--- src/rtl/mem_port_arbiter.sv ---
// -----------------------------------------------------------------------------
// mem_port_arbiter
//
// Purpose:
//   Shares one single-port, fixed-latency memory between the instruction-fetch
//   port (I, read-only) and the load/store port (D, read/write) of the
//   multi-cycle CPU. One requester is granted per transaction. The arbiter
//   holds address, data and control steady on the memory for MEM_LAT cycles,
//   captures the read data and then returns a one-cycle ack to the winner.
//
// Configuration:
//   MEM_ARB_RR_EN  defined   -> round-robin between I and D when both request
//                  undefined -> fixed priority, D beats I
//
// Parameters:
//   ADDR_W   address width for both ports and the memory
//   DATA_W   data width
//   MEM_LAT  memory access cycles per transaction, 1..15
//
// Ports:
//   clk, Reset                 clock, asynchronous active-low reset
//   i_req/i_addr               fetch request (held until i_ack) and address
//   i_rdata/i_ack              registered fetch data, one-cycle completion
//   d_req/d_we/d_addr/d_wdata  load/store request (held until d_ack)
//   d_rdata/d_ack              registered load data, one-cycle completion
//   mem_en/mem_we/mem_addr/mem_wdata/mem_rdata   memory macro interface
//   busy                       high while a transaction is in flight
//   grant                      0 = I, 1 = D; valid while busy
// -----------------------------------------------------------------------------
module mem_port_arbiter #(
   parameter int ADDR_W  = 32,
   parameter int DATA_W  = 32,
   parameter int MEM_LAT = 2
) (
   input  logic              clk,
   input  logic              Reset,
   input  logic              i_req,
   input  logic [ADDR_W-1:0] i_addr,
   output logic [DATA_W-1:0] i_rdata,
   output logic              i_ack,
   input  logic              d_req,
   input  logic              d_we,
   input  logic [ADDR_W-1:0] d_addr,
   input  logic [DATA_W-1:0] d_wdata,
   output logic [DATA_W-1:0] d_rdata,
   output logic              d_ack,
   output logic              mem_en,
   output logic              mem_we,
   output logic [ADDR_W-1:0] mem_addr,
   output logic [DATA_W-1:0] mem_wdata,
   input  logic [DATA_W-1:0] mem_rdata,
   output logic              busy,
   output logic              grant
);

   typedef enum logic [1:0] {
      IDLE   = 2'd0,
      ACCESS = 2'd1,
      RESP   = 2'd2
   } state_t;

   localparam logic [3:0] CNT_INIT = 4'(MEM_LAT - 1);

`ifdef MEM_ARB_RR_EN
   localparam logic RR_EN = 1'b1;
`else
   localparam logic RR_EN = 1'b0;
`endif

   state_t              state, state_nxt;
   logic [3:0]          cnt;
   logic                grant_q;     // 0 = I, 1 = D for the transaction in flight
   logic                last_grant;  // winner of the most recently completed transaction
   logic                lat_we;
   logic [ADDR_W-1:0]   lat_addr;
   logic [DATA_W-1:0]   lat_wdata;
   logic                pick_d;
   logic                start;

   // D wins when it is the only requester, or under contention when fixed
   // priority is selected or the round-robin turn points away from D.
   assign pick_d = d_req & (~i_req | ~RR_EN | ~last_grant);
   assign start  = (state == IDLE) & (i_req | d_req);

   // State register
   always_ff @(posedge clk or negedge Reset) begin
      if (!Reset) begin
         state <= IDLE;
      end else begin
         // NOTE: every clocked assignment is non-blocking so all registers
         // update from pre-edge values regardless of statement order.
         state <= state_nxt;
      end
   end

   // Next state and all combinational outputs. Memory outputs decode from the
   // registered state, so an asynchronous reset drops mem_en immediately.
   always_comb begin
      // NOTE: every output of this block gets a default first so no path
      // through the case statement can infer a latch.
      state_nxt = state;
      mem_en    = 1'b0;
      mem_we    = 1'b0;
      mem_addr  = '0;
      mem_wdata = '0;
      busy      = 1'b0;
      grant     = 1'b0;
      i_ack     = 1'b0;
      d_ack     = 1'b0;
      unique case (state)
         IDLE: begin
            if (i_req | d_req) state_nxt = ACCESS;
         end
         ACCESS: begin
            mem_en    = 1'b1;
            mem_we    = lat_we;
            mem_addr  = lat_addr;
            mem_wdata = lat_wdata;
            busy      = 1'b1;
            grant     = grant_q;
            if (cnt == 4'd0) state_nxt = RESP;
         end
         RESP: begin
            busy      = 1'b1;
            grant     = grant_q;
            i_ack     = ~grant_q;
            d_ack     = grant_q;
            state_nxt = IDLE;
         end
         default: state_nxt = IDLE;
      endcase
   end

   // Transaction latches, counter and read-data capture
   always_ff @(posedge clk or negedge Reset) begin
      if (!Reset) begin
         // NOTE: the read-data registers are plain flops, not a memory array,
         // and must read zero out of reset, so they sit in the reset branch.
         cnt        <= '0;
         grant_q    <= 1'b0;
         last_grant <= 1'b0;
         lat_we     <= 1'b0;
         lat_addr   <= '0;
         lat_wdata  <= '0;
         i_rdata    <= '0;
         d_rdata    <= '0;
      end else begin
         if (start) begin
            grant_q   <= pick_d;
            lat_we    <= pick_d & d_we;
            lat_addr  <= pick_d ? d_addr  : i_addr;
            lat_wdata <= pick_d ? d_wdata : '0;
            cnt       <= CNT_INIT;
         end

         if (state == ACCESS) begin
            if (cnt == 4'd0) begin
               // Stores complete without touching d_rdata.
               if (!lat_we) begin
                  if (grant_q) d_rdata <= mem_rdata;
                  else         i_rdata <= mem_rdata;
               end
            end else begin
               cnt <= cnt - 4'd1;
            end
         end

         if (state == RESP) last_grant <= grant_q;
      end
   end

endmodule

--- config.mk ---
export PLATFORM = sky130hd
export DESIGN_NAME = mem_port_arbiter
export DESIGN_NICKNAME = d
export VERILOG_FILES = /design/src/rtl/mem_port_arbiter.sv
export SDC_FILE = /design/constraint.sdc
export NUM_CORES = 1
export LEC_CHECK = 0
export CAP_MARGIN = 5
export CELL_PAD_IN_SITES_DETAIL_PLACEMENT = 0
export CELL_PAD_IN_SITES_GLOBAL_PLACEMENT = 1
export CORE_MARGIN = 2
export CORE_UTILIZATION = 29
export DETAILED_ROUTE_END_ITERATION = 10
export PLACE_DENSITY_LB_ADDON = 0.1
export SYNTH_ARGS = -nofsm -noshare
export SYNTH_HDL_FRONTEND = slang
export SYNTH_SLANG_ARGS = --single-unit
export TNS_END_PERCENT = 20
--- constraint.sdc ---
create_clock -name clk -period 1.8 [get_ports clk]
set_input_delay 0.18 -clock clk [delete_from_list [all_inputs] [get_ports clk]]
set_output_delay 0.18 -clock clk [all_outputs]
set_load 0.01 [all_outputs]
Yosys cells after proc, flatten, opt, wreduce, memory -nomap -nowiden
Cells that the tools add are included.
{"block": "op_classes", "n_addsub": 1, "n_eq_ne": 4, "n_mux": 16, "bitwise_logic": 5, "reduce_logical": 6}
{"operator": "$mux 32", "n": 4}
{"operator": "$mux 4", "n": 3}
{"operator": "$reduce_and 4->1", "n": 2}
{"operator": "$mux 1", "n": 6}
{"operator": "$logic_not 4->1", "n": 1}
{"operator": "$mux 2", "n": 2}
{"operator": "$pmux 2 s2", "n": 1}
{"operator": "$sub 4x1->4 const B", "n": 1}
{"operator": "$and 1x1->1", "n": 2}
{"operator": "$eq 2x1->1 const B", "n": 1}
{"operator": "$eq 2x2->1 const B", "n": 1}
{"operator": "$logic_not 2->1", "n": 1}
{"operator": "$ne 2x1->1 const B", "n": 1}
{"operator": "$ne 2x2->1 const B", "n": 1}
{"operator": "$not 1->1", "n": 2}
{"operator": "$reduce_and 2->1", "n": 1}
{"operator": "$reduce_or 2->1", "n": 1}
{"operator": "$or 1x1->1", "n": 1}
{"block": "totals", "register_bits": 136, "output_inout_bits": 134, "wordCells": 40}

Logic depth before layout (Yosys ltp)
{"block": "logic_depth", "word_depth": 5, "mapped_depth": 7, "depth_no_buf": 5}

Worst setup path after synthesis
No wires, ideal clock.
{"block": "synth_timing", "path_type": "reg2reg", "startpoint": "register state[1]", "endpoint": "register i_rdata[10]", "arrival_time_ns": 1.822, "slack_ns": -0.148, "path_stages_with_launch": 8, "n_path_buf": 2, "period_less_slack_ns": 1.948, "cell_sequence": "dfrtp_1 inv_1 ha_1 nand2_1 or4b_1 buf_6 buf_12 mux2_4"}
{"block": "synth_via", "elab_chain_cells": 2}
{"element": "start: declaration", "line_no": "70", "source": "state_t state, state_nxt;"}
{"element": "start signal: assignment", "line_no": "92", "source": "state <= state_nxt;"}
{"element": "$eq 2x1->1", "line_no": "156", "source": "if (state == ACCESS) begin"}
{"element": "$reduce_and 4->1 (no line)"}
{"element": "end signal: assignment", "line_no": "161", "source": "else i_rdata <= mem_rdata;"}
{"element": "end: declaration", "line_no": "39", "source": "output logic [DATA_W-1:0] i_rdata,"}
No other way between the ends.
A chain may end at the register's enable or synchronous reset.

Final worst setup path
{"block": "layout_timing", "startpoint": "register state[1]", "endpoint": "register i_rdata[8]"}
Same word-level chain as after synthesis.

==> impl_results.md <==
* Status: finished with violations
* Violated checks: setup timing
* Count of cell types in the netlist at 29
* Post-synthesis cell count at roughly 540
* Synthesized flop and latch total at roughly 140
* Chip Height at 149.7 um
* Clock sinks at approximately 140
* Global route overflow at 0
* Slowest stage delay, CP at 0.55 ns
* Share of cells above drive strength 1 at between 20 and 30%
* Ports at roughly 270
* WS Path Type: flop to flop
* Finished Layout Cells at around 1.1k
* Most common cell after layout, fill and taps aside: clkdlybuf4s50_1
* DRT antenna net count at 0
* Setup crit start: state[1]
* Critical-path cell list: inv_2, ha_4, buf_6, nand2_4, or4b_4, buf_12, mux2_4
* Initial Util at between 20% and 30%
* Final WS setup at -0.2030 ns
* Max-slew violation count at 0
* Layout area overhead at 65.16%
* Via density at about 4.4
* Leading post-synthesis cells by cell area: dfrtp_1 (55%), mux2_4 (7.3%), and2_1 (6.8%)
* Total Nets Final at roughly 960
* Cell accounting for the most synthesized area: dfrtp_1
* Vias in the first global route at 5239
* Mapped cell area at 6158 um2
* Routed WL at around 18000 um
* Pre-antenna DRT Iters at 4
* Total track usage at 16.05%
* Clock Pin Slew Worst Setup and Hold Paths at ~0.060 ns
* # fillers at around 2.0k
* Port Buffer Count at around 270
* HPWL Detailed at roughly 12000 um
* Worst slew margin at between 70% and 80%
* RD Place Congestion at a little over 0.7
* Initial DRC count at approximately 120
* Slew @ Worst Pin at ~0.38 ns
* Worst reg-to-reg path cell count at 7
* Sequential standard cell area at approximately 3400 um2
* Period utilization at 111.3%
* Crit path capture: i_rdata[8]
* Most frequent cells in the layout: clkdlybuf4s50_1 (194), dfrtp_1 (136), nand2_1 (103), mux2_4 (52), and2_1 (46)
* Class of the worst hold path: input port to flop
* Num CTS Buffers at 17
* DR vias at 4933
* Static Leak at 0.004847 uW
* Worst path slowest cell: or4b_4
* Power per Cell Area at roughly 1700 nW/um2
* CTS root buf: clkbuf_16
* VDD IR max at 0.0006841 V
* First-pass GRT wire length at about 28000 um
* Die Width at ~150 um
* DRC viols at 0
* Clock Skew at approximately 0.012 ns
* Clock Tree Buf Depth at 2
* DP Cell Count at 1063
* Top-area cell type share of the netlist area at a little under three fifths
* Startpoint Class: flop
* Synth Net Count at 677
* Max Cap Viol at 0
* Req. time, crit path at 2.10 ns
* Worst skew pair latency at approximately 0.42 ns
* Fmax at around 0.50 GHz
* CP Capture Type: flop
* Post-DR wirelength/cell at about 16 um
* N_diodes at 0
* Min Tclk post-route at approximately 2.0 ns
* Antenna violations before repair at 0
* Multi-input gate area at 2730 um2
* Setup Viol. Count Final at 106
* Largest net degree at the start of global routing at 66
* # rows at 53
* R2r setup slk at -0.20 ns
* H-tree depth at 4
* Ys Warns at 0
* Register area share after synthesis at a little under three fifths
* Reg2reg start: state[1]
* DIE AREA at between 20000 and 25000 um2
* Layout Utilization at about 49%
* Worst-path fanout max at 16
* Core area at between 20000 and 25000 um2
* CP arrival at 2.30 ns
* CTS tree: done
* Unrepaired setup endpoints after global routing: true
* Post-synthesis average cell area at roughly 11 um2
* Final Hold Fails at 0
* Reg-to-Reg End: i_rdata[8]
-- critical path: cells and delay by family, from the launching register on --
kind	cells	cell delay [ns]
simple gates	2	0.59
fa+ha+maj	1	0.19
mux	1	0.31
flops	1	0.38
buf+inv	3	0.39
-- final cells by class --
type,count,share of cell area [%]
timing repair buffer,305,30.31
inverter,4,0.1476
sequential,136,33.46
clock buffer,18,4.318
multi-input combinational,361,26.84
clock inverter,14,1.538
tap,275,3.383
-- per-stage QoR --
step	area (um2)	power [uW]	setup WS, ns	hold slack, ns	TNS, ns
after global routing	10170	18280	-0.2507	0.1137	-22.13
after detailed placement	9231	12830	-0.2156	0.09611	-12.23
after global placement	9231	12680	-0.2008	0.1011	-10.60
final	10170	17100	-0.2030	0.1216	-13.99
after floorplan	6176	8862	-0.06878	-0.1156	-2.221
after CTS	9930	16890	-0.1902	0.1021	-12.95
-- where the power goes --
part / internal (uW) / switching, uW / leakage [uW]
combinational: 4820 / 3420 / 0.00289
clock: 2000 / 1470 / 0.000280
sequential: 4590 / 802 / 0.00168
-- metal layers --
metal,global-route usage [%],vias up,share of wire [%]
met3,4.970,19,7.5
li1,-,2373,-
met5,0,-,0
met4,5.142,0,1.6
met2,26.70,182,48
met1,19.93,2359,43
-- synthesized netlist by cell type, drive strengths merged --
| master | number |
|---|---|
| dfrtp | 136 |
| nand2 | 104 |
| and2 | 67 |
| mux2 | 66 |
| mux2i | 35 |
| o21ai | 34 |
| nand3 | 33 |
| clkbuf | 25 |
| buf | 13 |
| ha | 5 |
| inv | 4 |
| nor2 | 4 |
| a21oi | 2 |
| and4bb | 2 |
| a21o | 1 |
| a22oi | 1 |
| nand2b | 1 |
| nor2b | 1 |
| o21a | 1 |
| o2bb2ai | 1 |
| o31ai | 1 |
| or3b | 1 |
| or4b | 1 |
-- sequential cells by signal, summed over array words and instances (netlist names) --
| name | flops |
|---|---|
| state | 2 |
| d_rdata | 32 |
| lat_we | 1 |
| lat_addr | 32 |
| lat_wdata | 32 |
| i_rdata | 32 |
| grant_q | 1 |
| cnt | 4 |
-- repair_timing --
| action | 4_1_cts | 5_1_grt |
|---|---|---|
| hold buffers | 1 | 0 |
| pin swaps | 10 | 2 |
| gates resized for setup | 308 | 49 |
| cloned | 5 | 2 |
| hold endpoints to repair | 33 | 0 |
| setup buffers | 7 | 3 |
| endpoints found under the setup margin | 135 | 135 |
-- how the worst min path moves through the flow --
stage	cells after the start	slack, ns	end	startpoint
final	3	0.12	grant_q	d_req
after global routing	3	0.11	grant_q	d_req
after CTS	3	0.10	grant_q	d_req
after detailed placement	1	0.1	d_rdata[7]	Reset
after global placement	1	0.10	d_rdata[7]	Reset
after floorplan	0	-0.12	cnt[0]	Reset
-- logic make-up (layout without fill, tap and decap cells) --
| family | Yosys count | count (layout) | share of synthesized area, % |
|---|---|---|---|
| AND/OR/NAND/NOR | 214 | 214 | 16.98 |
| flip-flops | 136 | 136 | 55.26 |
| multiplexers | 101 | 101 | 19.59 |
| buffers and inverters | 42 | 341 | 3.596 |
| AO/OA/AOI/OAI | 41 | 41 | 3.556 |
| adder cells (fa/ha/maj) | 5 | 5 | 1.016 |
Power figures use the tool's default switching activity.
